File: src/rtl/branch_predict_unit.sv
// ---------------------------------------------------------------------------
// branch_predict_unit
//
// Resolves conditional branches in EXE from the ALU flags and predicts them
// in ID from a table of 2-bit saturating counters (BHT). It redirects the PC
// on a taken prediction or a mispredict. A mispredict starts a flush pulse
// of FLUSH_CYC cycles, and the unit keeps branch and mispredict statistics.
//
// Ports
//   clk, rst_n          clock (rising edge), synchronous active-low reset
//   id_valid/id_is_bra  ID stage holds a valid conditional branch
//   id_pc, id_bra_pc    ID PC (indexes the BHT) and ID branch target
//   exe_valid, exe_pc   EXE stage valid and PC (selects the BHT entry to train)
//   eq/gt/le_bra        EXE branch-type decodes (one-hot or all zero)
//   equal/zero/less     ALU flags
//   exe_pred_taken      prediction that travelled down from ID
//   exe_bra_pc          EXE branch target
//   exe_fall_pc         EXE fall-through PC
//   pred_taken          ID prediction (combinational)
//   pcsrc, bra_pc       next-PC select and redirect target (combinational)
//   flush               kills younger instructions; registered
//   mispredict          single-cycle mispredict strobe (combinational)
//   bra_count           saturating count of resolved branches
//   miss_count          saturating count of mispredicts
//
// Flush FSM
//   state    | meaning
//   ST_IDLE  | normal operation; a mispredict loads r_fcnt and enters ST_FLUSH
//   ST_FLUSH | flush high; r_fcnt counts down, leaves at r_fcnt == 1
// ---------------------------------------------------------------------------
module branch_predict_unit #(
  parameter int PC_W      = 6,
  parameter int IDX_W     = 4,
  parameter int FLUSH_CYC = 2,
  parameter int CNT_W     = 16
) (
  input  logic             clk,
  input  logic             rst_n,
  input  logic             id_valid,
  input  logic             id_is_bra,
  input  logic [PC_W-1:0]  id_pc,
  input  logic [PC_W-1:0]  id_bra_pc,
  input  logic             exe_valid,
  input  logic [PC_W-1:0]  exe_pc,
  input  logic             eq_bra,
  input  logic             gt_bra,
  input  logic             le_bra,
  input  logic             equal,
  input  logic             zero,
  input  logic             less,
  input  logic             exe_pred_taken,
  input  logic [PC_W-1:0]  exe_bra_pc,
  input  logic [PC_W-1:0]  exe_fall_pc,
  output logic             pred_taken,
  output logic             pcsrc,
  output logic [PC_W-1:0]  bra_pc,
  output logic             flush,
  output logic             mispredict,
  output logic [CNT_W-1:0] bra_count,
  output logic [CNT_W-1:0] miss_count
);

  localparam int DEPTH = 2 ** IDX_W;

  typedef enum logic {ST_IDLE, ST_FLUSH} state_t;

  state_t           r_state;
  logic [2:0]       r_fcnt;
  logic             r_flush;
  logic [1:0]       r_bht [DEPTH];
  logic [CNT_W-1:0] r_bra_count;
  logic [CNT_W-1:0] r_miss_count;

  logic             w_act_taken;
  logic             w_is_bra;
  logic             w_res_ok;
  logic             w_mispredict;
  logic             w_pred_taken;
  logic [IDX_W-1:0] w_ridx;
  logic [IDX_W-1:0] w_widx;
  logic [1:0]       w_wentry;

  // Upper PC bits do not take part in BHT indexing (entries alias).
  logic w_unused_pc;
  assign w_unused_pc = ^{id_pc[PC_W-1:IDX_W], exe_pc[PC_W-1:IDX_W]};

  // Resolution in EXE
  assign w_act_taken = (eq_bra & equal) | (gt_bra & ~(zero | less)) |
                       (le_bra & (zero | less));
  assign w_is_bra    = eq_bra | gt_bra | le_bra;
  // Wrong-path branches seen during a flush must not train or count.
  assign w_res_ok     = exe_valid & w_is_bra & ~r_flush & rst_n;
  assign w_mispredict = w_res_ok & (w_act_taken != exe_pred_taken);

  // Prediction in ID; reads the pre-update entry (no write bypass).
  assign w_ridx       = id_pc[IDX_W-1:0];
  assign w_widx       = exe_pc[IDX_W-1:0];
  assign w_wentry     = r_bht[w_widx];
  assign w_pred_taken = id_valid & id_is_bra & r_bht[w_ridx][1] & ~r_flush & rst_n;

  // EXE redirect wins over an ID prediction made in the same cycle.
  always_comb begin
    pcsrc  = 1'b0;
    bra_pc = id_bra_pc;
    if (!rst_n) begin
      pcsrc  = 1'b0;
      bra_pc = '0;
    end else if (w_mispredict) begin
      pcsrc  = 1'b1;
      bra_pc = w_act_taken ? exe_bra_pc : exe_fall_pc;
    end else if (w_pred_taken) begin
      pcsrc  = 1'b1;
      bra_pc = id_bra_pc;
    end
  end

  // BHT training
  always_ff @(posedge clk) begin
    if (!rst_n) begin
      for (int i = 0; i < DEPTH; i++) r_bht[i] <= 2'b01;
    end else if (w_res_ok) begin
      if (w_act_taken && (w_wentry != 2'b11))
        r_bht[w_widx] <= w_wentry + 2'b01;
      else if (!w_act_taken && (w_wentry != 2'b00))
        r_bht[w_widx] <= w_wentry - 2'b01;
    end
  end

  // Flush FSM
  always_ff @(posedge clk) begin
    if (!rst_n) begin
      r_state <= ST_IDLE;
      r_fcnt  <= 3'd0;
      r_flush <= 1'b0;
    end else begin
      case (r_state)
        ST_IDLE: begin
          if (w_mispredict) begin
            r_state <= ST_FLUSH;
            r_fcnt  <= 3'(FLUSH_CYC);
            r_flush <= 1'b1;
          end
        end
        ST_FLUSH: begin
          r_fcnt <= r_fcnt - 3'd1;
          if (r_fcnt == 3'd1) begin
            r_state <= ST_IDLE;
            r_flush <= 1'b0;
          end
        end
        default: begin
          r_state <= ST_IDLE;
          r_fcnt  <= 3'd0;
          r_flush <= 1'b0;
        end
      endcase
    end
  end

  // Statistics, saturating at all-ones
  always_ff @(posedge clk) begin
    if (!rst_n) begin
      r_bra_count  <= '0;
      r_miss_count <= '0;
    end else begin
      if (w_res_ok && (r_bra_count != '1))
        r_bra_count <= r_bra_count + 1'b1;
      if (w_mispredict && (r_miss_count != '1))
        r_miss_count <= r_miss_count + 1'b1;
    end
  end

  assign pred_taken = w_pred_taken;
  assign mispredict = w_mispredict;
  assign flush      = r_flush;
  assign bra_count  = r_bra_count;
  assign miss_count = r_miss_count;

endmodule

File: config.mk
export PLATFORM = sky130hd
export DESIGN_NAME = branch_predict_unit
export DESIGN_NICKNAME = d
export VERILOG_FILES = /design/src/rtl/branch_predict_unit.sv
export SDC_FILE = /design/constraint.sdc
export NUM_CORES = 1
export LEC_CHECK = 0
export CAP_MARGIN = 20
export CORE_AREA = 2 2 110 112
export CTS_CLUSTER_SIZE = 25
export DETAILED_ROUTE_END_ITERATION = 8
export DIE_AREA = 0 0 112 114
export PLACE_DENSITY = 0.59
export RECOVER_POWER = 50
export SLEW_MARGIN = 20
export SYNTH_ARGS = -nofsm -noshare
export SYNTH_HDL_FRONTEND = slang
export SYNTH_SLANG_ARGS = --single-unit
File: constraint.sdc
create_clock -name clk -period 3 [get_ports clk]
set_clock_uncertainty 0.1 [all_clocks]
set_input_delay 0.9 -clock clk [delete_from_list [all_inputs] [get_ports clk]]
set_output_delay 0.9 -clock clk [all_outputs]
set_load 0.03 [all_outputs]
==> results.py <==
metrics = {
    "outcome": {
        "status": "finished, violations left",
        "violations": "setup timing",
    },
    "power": {
        "intPower_mw": 1.880,
        "swShare": 0.2540,
        "power_frac_seq": 0.404,
        "p_leak_nw": 2.106,
        "comb_power_share": 0.162,
        "ir_worst_vdd_uv": 249.8,
        "pwr-share-clk": 0.434,
        "switchingPower_mw": 0.6401,
        "p_total_mw": 2.520,
        "powerDensity_nw_per_um2": 435.1,
    },
    "clock_tree": {
        "cts_buffers": 9,
        "clkSlewWorstSetupHoldPaths_ns": 0.06,
        "cts_tree": "yes",
        "cts_hold_buf": 0,
        "root_buffer": "clkbuf_16",
        "clkLatencyLatePin_ns": 0.33,
        "cts.htree.levels": 3,
        "cts_sinks": 69,
        "clockBufferDepth": 2,
    },
    "critical_path": {
        "crit_path_end_kind": "output port",
        "required_ns": 2.00,
        "cp.arrival_ns": 2.49,
        "cpPeakStageDelay_ns": 0.40,
        "crit_path_top_delay_cell": "or3b_4",
        "crit_chain": "buf_6 -> or3b_4 -> and4_4 -> o21ai_4 -> inv_4 -> buf_6 -> a311oi_4 -> buf_6",
        "cp_common_cell": "buf_6",
        "r2r_slack_ns": 0.83,
        "critPathKind": "input port to output port",
        "crit_fanout": 6,
        "startpoint_type": "input port",
    },
    "global_routing": {
        "grt.overflow.total": 0,
        "grtUsageTotal": 0.1792,
        "antenna_found_initial": 0,
        "grt_pass1_vias": 3616,
        "grt_max_degree": 38,
        "grt_pass1_wl_um": 18090,
    },
    "synth": {
        "yosysWarnings": 0,
        "ys.flop_type": "dfxtp_1",
        "synth_top_area_share": 0.2491,
        "yosys-top-cells-area": "edfxtp_1 (25%), dfxtp_1 (19%), mux4_2 (7.0%)",
        "ys_seq_area_frac": 0.4411,
        "synth_common_cells": "nand2_1 (53), nor2_1 (38), dfxtp_1 (37)",
        "synth_cell_types": 57,
        "synth.avg_cell_area_sq_um": 9.815,
        "yosys_register_bits": 69,
        "synth.net_count": 439,
        "synth_most_common_cell": "nand2_1",
        "async_flop_share": 0,
        "synth_area_sq_um": 3857,
        "yosys.area.top_type": "edfxtp_1",
        "synth_enable_flop_cells": 32,
        "synth_cells": 393,
    },
    "drt": {
        "vias_per_cell": 5.275,
        "post_drt_wl_per_cell_um": 16.54,
        "vias": 3592,
        "ant_nets": 0,
        "drc_errors": 0,
        "wirelength_um": 11260,
        "drt_iter0_drc": 130,
        "dr.pass1.iters": 4,
    },
    "place": {
        "hpwl_um": 8356,
        "placed_area_sq_um": 5270,
        "dp_cells": 656,
        "portBuffers": 79,
        "place.gp.congestion": 0.8092,
    },
    "floorplan": {
        "core.rowCount": 40,
        "chipHeight_um": 114,
        "start_util": 0.3294,
        "io_pins": 84,
        "core_sq_um": 11710,
        "die_w_um": 112,
        "die_area_sq_um": 12770,
    },
    "sta": {
        "slew_headroom": 0.5678,
        "timing.final.ws_setup_ns": -0.4860,
        "post-route-period-util": 1.162,
        "fmax_mhz": 286.9,
        "rsz0062_at_grt": "true",
        "finalHoldViolCount": 0,
        "final_max_slew_viol_count": 0,
        "fin_crit_ns": 3.486,
        "worst_pin_slew_ns": 0.6440,
        "setup_tns_ns": -3.634,
        "setup_violations": 9,
    },
    "min_path": {
        "hold_path_class": "flop to flop",
    },
    "layout": {
        "finalInstanceArea_sq_um": 5791,
        "multiInputGateArea_sq_um": 2255,
        "layout-drive-gt1-share": 0.2846,
        "nets": 575,
        "stdcell_count": 681,
        "n_antenna_cell": 0,
        "seq_area_sq_um": 1702,
        "area_growth_pct": 50.11,
        "fill_cells": 1110,
    },
    "flow_run": {
        "maxCapViolCount": 0,
    },
}
[worst max-delay path, delay by kind of cell]
kind	cells	cell delay (ns)
AND/OR/NAND/NOR	2	0.59
buffers and inverters	4	0.52
AO/OA/AOI/OAI	2	0.48
[cells by family (layout without fill, tap and decap cells)]
| family | count (synthesis) | count (layout) | synth area share |
|---|---|---|---|
| xor+xnor | 13 | 13 | 0.02952 |
| simple gates | 195 | 195 | 0.2669 |
| buf+inv | 26 | 167 | 0.02919 |
| fa+ha+maj | 4 | 4 | 0.01297 |
| compound gates | 57 | 57 | 0.09634 |
| mux | 29 | 29 | 0.1239 |
| flops | 69 | 69 | 0.4411 |
[power by group through the flow]
stage          combinational (mW)  sequential (mW)  clock, mW
6_report                    0.409             1.02       1.09
5_1_grt                     0.440             1.02       1.14
4_1_cts                     0.409             1.02       1.11
3_5_place_dp                0.374             1.04          0
3_3_place_gp                0.369             1.04          0
2_1_floorplan               0.192             1.04          0
[registers in the layout, summed over array words and instances, names as in the netlist]
register / count
r_fcnt: 3
r_bht: 32
miss_count: 16
bra_count: 16
flush: 1
r_state: 1
[placed cells by master (no fill, tap or decap), drive strengths merged, types with 9 or more instances in the layout]
master / n
a21oi: 10
buf: 74
clkbuf: 17
clkdlybuf4s50: 27
dfxtp: 37
dlygate4sd3: 31
edfxtp: 32
mux2i: 17
mux4: 12
nand2: 53
nand2b: 12
nand3: 31
nand4: 9
nor2: 39
nor4: 11
o21ai: 24
xor2: 9
[metrics by stage]
stage                       util  setup WS, ns  hold slack (ns)
after floorplan                -       -0.3829           0.3394
after global placement    0.4500       -0.9368           0.3483
after detailed placement  0.4500       -0.9759           0.3677
after CTS                 0.4939       -0.5089           0.3811
after global routing      0.4944       -0.5189           0.4059
final                     0.4944       -0.4860           0.3838
[metal layers]
metal,wire length [um],track usage
met1,4838,0.2234
met2,5513,0.3026
met4,292,0.06911
met3,617,0.04304
met5,0,0
[path summary, 6_finish.rpt]
path                                    start        endpoint  cells after the start
worst max-delay path                     zero       bra_pc[2]                      8
worst min-delay path                r_fcnt[2]       r_fcnt[2]                      1
worst max register to register  miss_count[0]  miss_count[13]                      7
worst min register to register      r_fcnt[2]       r_fcnt[2]                      1
[what timing repair did]
item                       4_1_cts  5_1_grt
setup endpoints to repair       41       60
pin swaps                       16        3
buffers inserted                 6        2
gates resized for setup         76        6
cloned                           1        0
[final cells by class]
class | instances | area share
timing repair inverter | 1 | 0.001296
inverter | 6 | 0.004322
sequential | 69 | 0.2939
clock inverter | 3 | 0.003889
multi-input combinational | 298 | 0.3894
timing repair buffer | 144 | 0.2252
tap | 147 | 0.03176
clock buffer | 13 | 0.05035
Power figures use the tool's default switching activity.
